### src/rtl/uart_rx_fsm.sv
// UART receiver control FSM: start detection, oversample/bit counters, checker enables, frame accept.
// Optional error pulses (par_err_pulse, stp_err_pulse) are built when UART_RX_ERR_PULSE_EN is defined.
module uart_rx_fsm #(
  parameter int DATA_WIDTH     = 8,
  parameter int PRESCALE_WIDTH = 6
) (
  input  logic                      CLK,
  input  logic                      RST,
  input  logic                      RX_IN,
  input  logic                      PAR_EN,
  input  logic [PRESCALE_WIDTH-1:0] Prescale,
  input  logic                      start_glitch,
  input  logic                      parity_error,
  input  logic                      stop_error,
  output logic                      data_sample_enable,
  output logic                      start_checker_enable,
  output logic                      deserializer_enable,
  output logic                      parity_checker_enable,
  output logic                      stop_checker_enable,
  output logic [PRESCALE_WIDTH-1:0] edge_cnt,
  output logic [3:0]                bit_cnt,
  output logic                      data_valid
`ifdef UART_RX_ERR_PULSE_EN
  ,
  output logic                      par_err_pulse,
  output logic                      stp_err_pulse
`endif
);

  typedef enum logic [2:0] {IDLE, START, DATA, PARITY, STOP} state_t;

  localparam logic [3:0] LAST_DATA = 4'(DATA_WIDTH);

  state_t                    state, state_nxt;
  logic [PRESCALE_WIDTH-1:0] presc_q;
  logic                      par_en_q;
  logic [PRESCALE_WIDTH-1:0] check_pt;
  logic                      bit_end;
  logic                      at_cp;

  // Check point sits one cycle after the sampler registers its majority vote.
  assign check_pt = (presc_q >> 1) + PRESCALE_WIDTH'(2);
  assign bit_end  = (edge_cnt == presc_q - PRESCALE_WIDTH'(1));
  assign at_cp    = (edge_cnt == check_pt);

  always_ff @(posedge CLK or negedge RST) begin
    if (!RST) begin
      state    <= IDLE;
      edge_cnt <= '0;
      bit_cnt  <= '0;
      presc_q  <= '0;
      par_en_q <= 1'b0;
    end else begin
      state <= state_nxt;
      if (state == IDLE) begin
        edge_cnt <= '0;
        bit_cnt  <= '0;
        if (!RX_IN) begin
          presc_q  <= Prescale;
          par_en_q <= PAR_EN;
        end
      end else if (bit_end) begin
        edge_cnt <= '0;
        bit_cnt  <= (state_nxt == IDLE) ? 4'd0 : bit_cnt + 4'd1;
      end else begin
        edge_cnt <= edge_cnt + PRESCALE_WIDTH'(1);
      end
    end
  end

  always_comb begin
    state_nxt             = state;
    data_sample_enable    = 1'b0;
    start_checker_enable  = 1'b0;
    deserializer_enable   = 1'b0;
    parity_checker_enable = 1'b0;
    stop_checker_enable   = 1'b0;
    data_valid            = 1'b0;
`ifdef UART_RX_ERR_PULSE_EN
    par_err_pulse         = 1'b0;
    stp_err_pulse         = 1'b0;
`endif
    case (state)
      IDLE: begin
        if (!RX_IN) state_nxt = START;
      end
      START: begin
        data_sample_enable   = 1'b1;
        start_checker_enable = at_cp;
        if (bit_end) state_nxt = start_glitch ? IDLE : DATA;
      end
      DATA: begin
        data_sample_enable  = 1'b1;
        deserializer_enable = at_cp;
        if (bit_end && bit_cnt == LAST_DATA) state_nxt = par_en_q ? PARITY : STOP;
      end
      PARITY: begin
        data_sample_enable    = 1'b1;
        parity_checker_enable = at_cp;
        if (bit_end) begin
          state_nxt = parity_error ? IDLE : STOP;
`ifdef UART_RX_ERR_PULSE_EN
          par_err_pulse = parity_error;
`endif
        end
      end
      STOP: begin
        data_sample_enable  = 1'b1;
        stop_checker_enable = at_cp;
        if (bit_end) begin
          state_nxt  = IDLE;
          data_valid = !stop_error;
`ifdef UART_RX_ERR_PULSE_EN
          stp_err_pulse = stop_error;
`endif
        end
      end
      default: state_nxt = IDLE;
    endcase
  end

endmodule

### config.mk
export PLATFORM = sky130hd
export DESIGN_NAME = uart_rx_fsm
export DESIGN_NICKNAME = d
export VERILOG_FILES = /design/src/rtl/uart_rx_fsm.sv
export SDC_FILE = /design/constraint.sdc
export NUM_CORES = 1
export LEC_CHECK = 0
export CORE_ASPECT_RATIO = 1.75
export CORE_MARGIN = 3
export CORE_UTILIZATION = 35
export DETAILED_ROUTE_END_ITERATION = 12
export SLEW_MARGIN = 25
export SYNTH_ARGS = -nofsm -noshare
export SYNTH_HDL_FRONTEND = slang
export SYNTH_SLANG_ARGS = --single-unit
### constraint.sdc
create_clock -name CLK -period 3.6 [get_ports CLK]
set_input_delay 0.9 -clock CLK [delete_from_list [all_inputs] [get_ports CLK]]
set_output_delay 0.9 -clock CLK [all_outputs]
set_load 0.1 [all_outputs]
Word level (Yosys, flattened, before mapping)

Index checks and enable logic that the tools add are counted.
Widths: inputs -> output; s select.

Flip-flop bits (word level): 20
Output and inout bits: 16
Input port bits: 13
Logic and storage cells: 45

Bitwise logic cells: 1
Add/subtract/negate cells: 4
Mux-type cells: 21
Eq/ne operators: 7
Reductions and logical operators: 7

Operators by type and width:

| kind                | count |
|---|---|
| $mux 3              | 7 |
| $pmux 3 s5          | 1 |
| $eq 6x6->1          | 2 |
| $mux 4              | 3 |
| $mux 6              | 2 |
| $mux 1              | 7 |
| $add 5x2->6 const B | 1 |
| $add 6x1->6 const B | 1 |
| $eq 3x2->1 const B  | 2 |
| $logic_not 3->1     | 2 |
| $sub 6x1->6 const B | 1 |
| $add 4x1->4 const B | 1 |
| $eq 4x4->1 const B  | 1 |
| $reduce_or 4->1     | 1 |
| $eq 3x1->1 const B  | 1 |
| $eq 3x3->1 const B  | 1 |
| $mux 2              | 1 |
| $reduce_and 2->1    | 1 |
| $reduce_bool 2->1   | 1 |
| $logic_and 1x1->1   | 1 |
| $logic_not 1->1     | 1 |
| $not 1->1           | 1 |

Logic depth before layout (Yosys ltp)

Gate-level depths: netlist of the first run.

Depth in word-level cells: 9
Mapped depth: 9

Worst setup path before layout of the first run

No wires, ideal clock.

Path type: reg-to-output
From: reg edge_cnt[3]
To: out start_checker_enable
Required time: 2700 ps
Setup slack: -2312 ps
Cell stages (with the launch flop): 7
Arrival time: 5012 ps
Path through: dfrtp_1 > clkbuf_1 > xor2_1 > nor3b_1 > a31oi_1 > or3_1 > nor4b_1

Cells in the longest elaborated chain, start to end: 2

RTL lines:

| element                  | line | RTL |
|---|---|---|
| start: declaration       | 20   | `output logic [PRESCALE_WIDTH-1:0] edge_cnt,` |
| start signal: assignment | 66   | `edge_cnt <= edge_cnt + PRESCALE_WIDTH'(1);` |
| $eq 6x6->1               | 44   | `assign at_cp = (edge_cnt == check_pt);` |
| $mux 1                   | 83   | `case (state)` |
| end: declaration         | 16   | `output logic start_checker_enable,` |

No other way between the ends.

Worst setup path in the final report of the first run

From: reg presc_q[0]
To: out data_valid

Cells in the longest elaborated chain, start to end: 4

RTL lines:

| element                  | line | RTL |
|---|---|---|
| start: declaration       | 35   | `logic [PRESCALE_WIDTH-1:0] presc_q;` |
| start signal: assignment | 59   | `presc_q <= Prescale;` |
| $sub 6x1->6              | 43   | `assign bit_end = (edge_cnt == presc_q - PRESCALE_WIDTH'(1));` |
| $eq 6x6->1               | 43   |  |
| $mux 1                   | 110  | `if (bit_end) begin` |
| $mux 1                   | 83   |  |
| end: declaration         | 22   | `output logic data_valid` |

No other way between the ends.

==> results of run 1 <==
==> metal layers <==
layer / global-route usage (%) / wire (um) / part of all wire, %
met1: 18.7 / 1320 / 41
met2: 28.5 / 1720 / 53
met3: 1.01 / 134 / 4.1
met4: 5.12 / 75 / 2.3
met5: 0 / 0 / 0
==> synth_stat cells, drive strengths merged, types with 5 or more instances <==
| cell | instances | area [um^2] |
|---|---|---|
| dfrtp | 20 | 500 |
| nand2 | 15 | 56.3 |
| xnor2 | 15 | 131 |
| nor2 | 13 | 48.8 |
| o21ai | 9 | 48.8 |
| inv | 8 | 30.0 |
| clkbuf | 7 | 26.3 |
| ha | 7 | 87.6 |
| nand3 | 6 | 30.0 |
| mux2i | 5 | 50.1 |
| nor3 | 5 | 25.0 |
| xor2 | 5 | 43.8 |
==> cells by family after synthesis <==
group	Yosys count	share of synthesized area, %
DFF	20	36.8
xor gates and xnor gates	20	12.9
buffers and inverters	16	4.51
muxes	8	6.16
and+or+nand+nor	57	21.3
AOI/OAI and AO/OA	23	11.9
adders and majority gates	7	6.44
==> worst reg2reg max path, stage by stage (launching register included) <==
cell	delay, ps
dfrtp_1	400
inv_1	70
ha_1	300
xnor2_1	130
or4_1	520
o22ai_2	230
o21ai_2	120
buf_4	230
or3_1	370
a21oi_1	130
==> state kept, by name, indices dropped and copies added, names as in the netlist <==
| register | flops |
|---|---|
| bit_cnt | 4 |
| edge_cnt | 6 |
| par_en_q | 1 |
| presc_q | 6 |
| state | 3 |
==> stage by stage <==
step / instances / worst slack [ps] / utilization, % / area, um^2 / total power [mW]
finish: 223 / 214 / 49.9 / 1830 / 1.69
global route: 223 / 86.6 / 49.9 / 1830 / 1.80
CTS: 223 / 191 / 50.1 / 1840 / 1.70
detailed placement: 219 / 475 / 48.1 / 1760 / 1.47
global placement: 219 / 558 / 48.1 / 1760 / 1.44
floorplan: 151 / 4.49 / - / 1430 / 1.25
==> cell type report <==
| cell class | count | area, um^2 |
|---|---|---|
| fill | 361 | 1830 |
| clock inverter | 1 | 30.0 |
| sequential | 20 | 513 |
| timing repair buffer | 30 | 313 |
| tap | 46 | 57.6 |
| multi-input combinational | 115 | 846 |
| clock buffer | 3 | 41.3 |
| inverter | 8 | 30.0 |
==> path summary, 6_finish.rpt <==
path	depth (start not counted)	endpoint	slack (ps)
max in group asynchronous	1	edge_cnt[2]	2670
max reg2reg	9	state[0]	1010
min reg2reg	1	edge_cnt[0]	550
min in group asynchronous	1	edge_cnt[3]	580
min	1	edge_cnt[0]	550
max	8	data_valid	210
==> power groups by stage <==
stage	Combinational, mW	Sequential (mW)	Clock, mW
2_1_floorplan	0.627	0.627	0
3_3_place_gp	0.971	0.466	0
3_5_place_dp	0.994	0.473	0
4_1_cts	0.999	0.468	0.234
5_1_grt	1.07	0.485	0.242
6_report	0.989	0.467	0.231
==> run metrics, run 1 <==
Starting Density 37.1%; worst r2r src presc_q[0]; CTS tree built; combinational share of power 58.6%; Worst Path Class, Setup reg -> out; EDFF count, synth 0; All-Layer GR Usage 15.6%; commonest non-fill, non-tap cells in the layout xnor2_1, nand2_1, dfrtp_1, buf_4; worst hold path startpoint edge_cnt[0]; post-CTS setup repair buffer count 0; FF+latch count, synth 20; power density cells 922 nW/um^2; initial antenna violation count 0; Internal 828 uW; Remaining Overflow, GRT 0; TNS Setup 0 ps; unrepaired setup endpoints after global routing false; DR WL/cell approximately 15 um; RePlAce Congestion 0.804; VDD IR max about 0.00045 V; LEAKAGE ~0.79 nW; syn_area_per_cell 9.01 um^2; Worst Path Arrival 2490 ps; run status completed; worst path bufs/invs 2; Clock Skew 7.42 ps; final setup vio count 0; sequential area share after synthesis 36.8%; nets@finish just under 200; CP Launch Type register; CTS clk-pin slew, worst paths 90 ps; Max FO, Critical Path 3; part of the power in the clock network approximately 14%; die width between 50 and 60 um; Tmin final 3390 ps; Slew Limit Headroom 54.9%; Psw 859 uW; I/O Buffers 28; layout cells sized above 1 between 20% and 30%; Detailed Routing Iterations Pass 1 4; CP Launch Point presc_q[0]; worst-margin pin slew 668 ps; Die Y 88.5 um; CP Capture Type primary output; first-pass GRT wire length 5600 um; Starting DRT DRC Count 11; max_cap viols 0; slowest stage delay, CP 520 ps; clk_lat worst skew between 200 and 300 ps; # diodes 0; Fin Hold WS 548 ps; sw frac 50.9%; clock buffer depth 2; P&R area growth vs syn 34.6%; Mapped Cells 151; total number of H-tree levels 1; Syn Nets 171; Routed WL 3260 um; CP max-delay cell or4_1; final worst-path cycle share a little over nine tenths; Core ar. 3660 um^2; cells along the critical path inv_1, ha_1, xnor2_1, or4_1, o22ai_2, o21ai_2, nor3_4, buf_12; via count of the first global-routing pass 1215; Yosys warning total 0; ANT nets after route 0; Top FF cell, synth dfrtp_1; mapped cell area between 1000 and 1500 um^2; Cell Rows 29; Cell variety after synth 36; DRC 0; CTS Buf Count 3; IO Pins 29; HPWL after detailed placement 2570 um; max-slew violations 0; critical path data required time 2700 ps; # clock sinks 20; DIE AREA 4700 um^2; Final Hold Fails 0; Clock Tree Root clkbuf_8; Hold Buf Count CTS 0; HP Class reg -> reg; via count 1172; highest clock rate 295 MHz; post_cts resized 0; Vias per Instance 5.26; asr flop ratio synth 100%; maximum number of pins on one net before global-route repair 21; delay-heaviest family, CP simple AND/OR/NAND/NOR gates; Flop pwr share 27.7%
No activity file was read; power rests on OpenSTA's default activity.
==> run 2, diff against run 1 <==
PLACE_DENSITY = 0.7   (was not set)
==> run 2 against run 1 <==
Compared with the run above: die area unchanged; critical path type unchanged; clock skew down 3.5 ps; via count down 1.2%; routed wire length down 1.7%; sequential power about the same; largest power group unchanged; cell count down 0.45%; worst hold slack worse by 3.8 ps; power down 3.3%.
==> run metrics, run 2 (synthesized netlist as in run 1, its figures left out) <==
Vias per Instance 5.22 (-0.75%); biggest regs edge_cnt: 6 flops, presc_q: 6 flops, bit_cnt: 4 flops; HP Class reg -> reg; clock buffer depth 2 (unchanged); P&R area growth vs syn 32.8%; Die Y 88.5 um (unchanged); cells along the critical path inv_1, ha_1, xnor2_1, or4_1, o22ai_2, o21ai_2, nor3_4, buf_12; I/O Buffers 28 (unchanged); ANT nets after route 0 (unchanged); Clock Tree Root clkbuf_8; post-CTS setup repair buffer count 0 (unchanged); Hold Buf Count CTS 0 (unchanged); run status completed; Clock Skew 3.95 ps (-3.47 ps); Final Hold Fails 0 (unchanged); CTS Buf Count 3 (unchanged); Cell Rows 29 (unchanged); CP Launch Type register; Routed WL 3200 um (-1.7%); first-pass GRT wire length 5370 um (-4.2%); CTS clk-pin slew, worst paths 70 ps (-20 ps); final worst-path cycle share 95.2% (+1.2 points); Slew Limit Headroom 49.4% (-5.5 points); Fin Hold WS 544 ps (-3.84 ps); critical path data required time 2700 ps (about the same); worst-margin pin slew 757 ps (+89.2 ps); layout cells sized above 1 22.2% (-0.44 points); max-slew violations 0 (unchanged); DR WL/cell 14.4 um (-1.3%); Starting Density 37.1% (unchanged); DIE AREA 4700 um^2 (unchanged); RePlAce Congestion 0.796 (-0.96%); total number of H-tree levels 1 (unchanged); # diodes 0 (unchanged); nets@finish 197 (-0.51%); DRC 0 (unchanged); All-Layer GR Usage 15.3% (-0.25 points); CP max-delay cell or4_1; highest clock rate 292 MHz (-1.2%); slowest stage delay, CP 560 ps (+40 ps); power density cells 903 nW/um^2 (-2.0%); IO Pins 29 (unchanged); # clock sinks 20 (unchanged); Worst Path Arrival 2530 ps (+40 ps); worst path bufs/invs 2 (unchanged); Detailed Routing Iterations Pass 1 4 (unchanged); Core ar. 3660 um^2 (unchanged); unrepaired setup endpoints after global routing false; Max FO, Critical Path 3 (unchanged); initial antenna violation count 0 (unchanged); maximum number of pins on one net before global-route repair 21 (unchanged); Worst Path Class, Setup reg -> out; TNS Setup 0 ps (unchanged); CTS tree built; delay-heaviest family, CP simple AND/OR/NAND/NOR gates; HPWL after detailed placement 2520 um (-2.0%); power after layout 1.63 mW (-3.3%); Tmin final 3430 ps (+41.6 ps); LEAKAGE 0.778 nW (-1.6%); VDD IR max 0.000471 V (+4.0%); commonest non-fill, non-tap cells in the layout xnor2_1, nand2_1, dfrtp_1, buf_4; CP Capture Type primary output; max_cap viols 0 (unchanged); die width 53.1 um (unchanged); Starting DRT DRC Count 22 (+11); final setup vio count 0 (unchanged); via count of the first global-routing pass 1209 (-0.49%); via count 1158 (-1.2%); Remaining Overflow, GRT 0 (unchanged); clk_lat worst skew 260 ps (about the same); post_cts resized 0 (unchanged)
## run 2: path summary, 6_finish.rpt
path	startpoint	slack, ps	depth (start not counted)	to
min reg2reg	edge_cnt[0]	540	1	edge_cnt[0]
min	edge_cnt[0]	540	1	edge_cnt[0]
max	presc_q[0]	170	8	data_valid
min in group asynchronous	RST	580	1	presc_q[0]
max reg2reg	presc_q[0]	930	9	state[0]
max in group asynchronous	RST	2670	1	edge_cnt[2]
## run 2: cell type report
cell class	instances	area [um^2]
repair buffers	29	305
inverters	8	30.0
well taps	46	57.6
multi-input cells	115	846
fillers	340	1860
clock buffers	4	55.1
flip-flops and latches	20	513
## run 2: power by group
| group | leakage, nW | switching (mW) | total (mW) | internal, mW |
|---|---|---|---|---|
| Combinational | 0.502 | 0.631 | 0.993 | 0.362 |
| Sequential | 0.247 | 0.150 | 0.465 | 0.315 |
| Clock | 0.0288 | 0.0759 | 0.173 | 0.0974 |
## run 2: through the flow
stage	setup WS [ps]	util (%)	instances	instance area [um^2]
floorplan	4.49	-	151	1430
global placement	550	47.9	218	1760
CTS	197	49.4	222	1810
global route	75.6	49.3	222	1810
finish	173	49.3	222	1810
detailed placement	489	47.9	218	1760
## run 2: metal layers
metal	global-route usage [%]	vias up	wire (um)
met5	0	-	0
met2	28.4	21	1800
met3	2.02	6	84
met1	16.8	560	1260
met4	6.51	0	56
li1	-	571	-
==> run 3, diff against run 2 <==
SKIP_LAST_GASP = 1   (was not set)
==> results of run 3 <==
No change in the layout: final DEF, timing and power equal those of run 2.
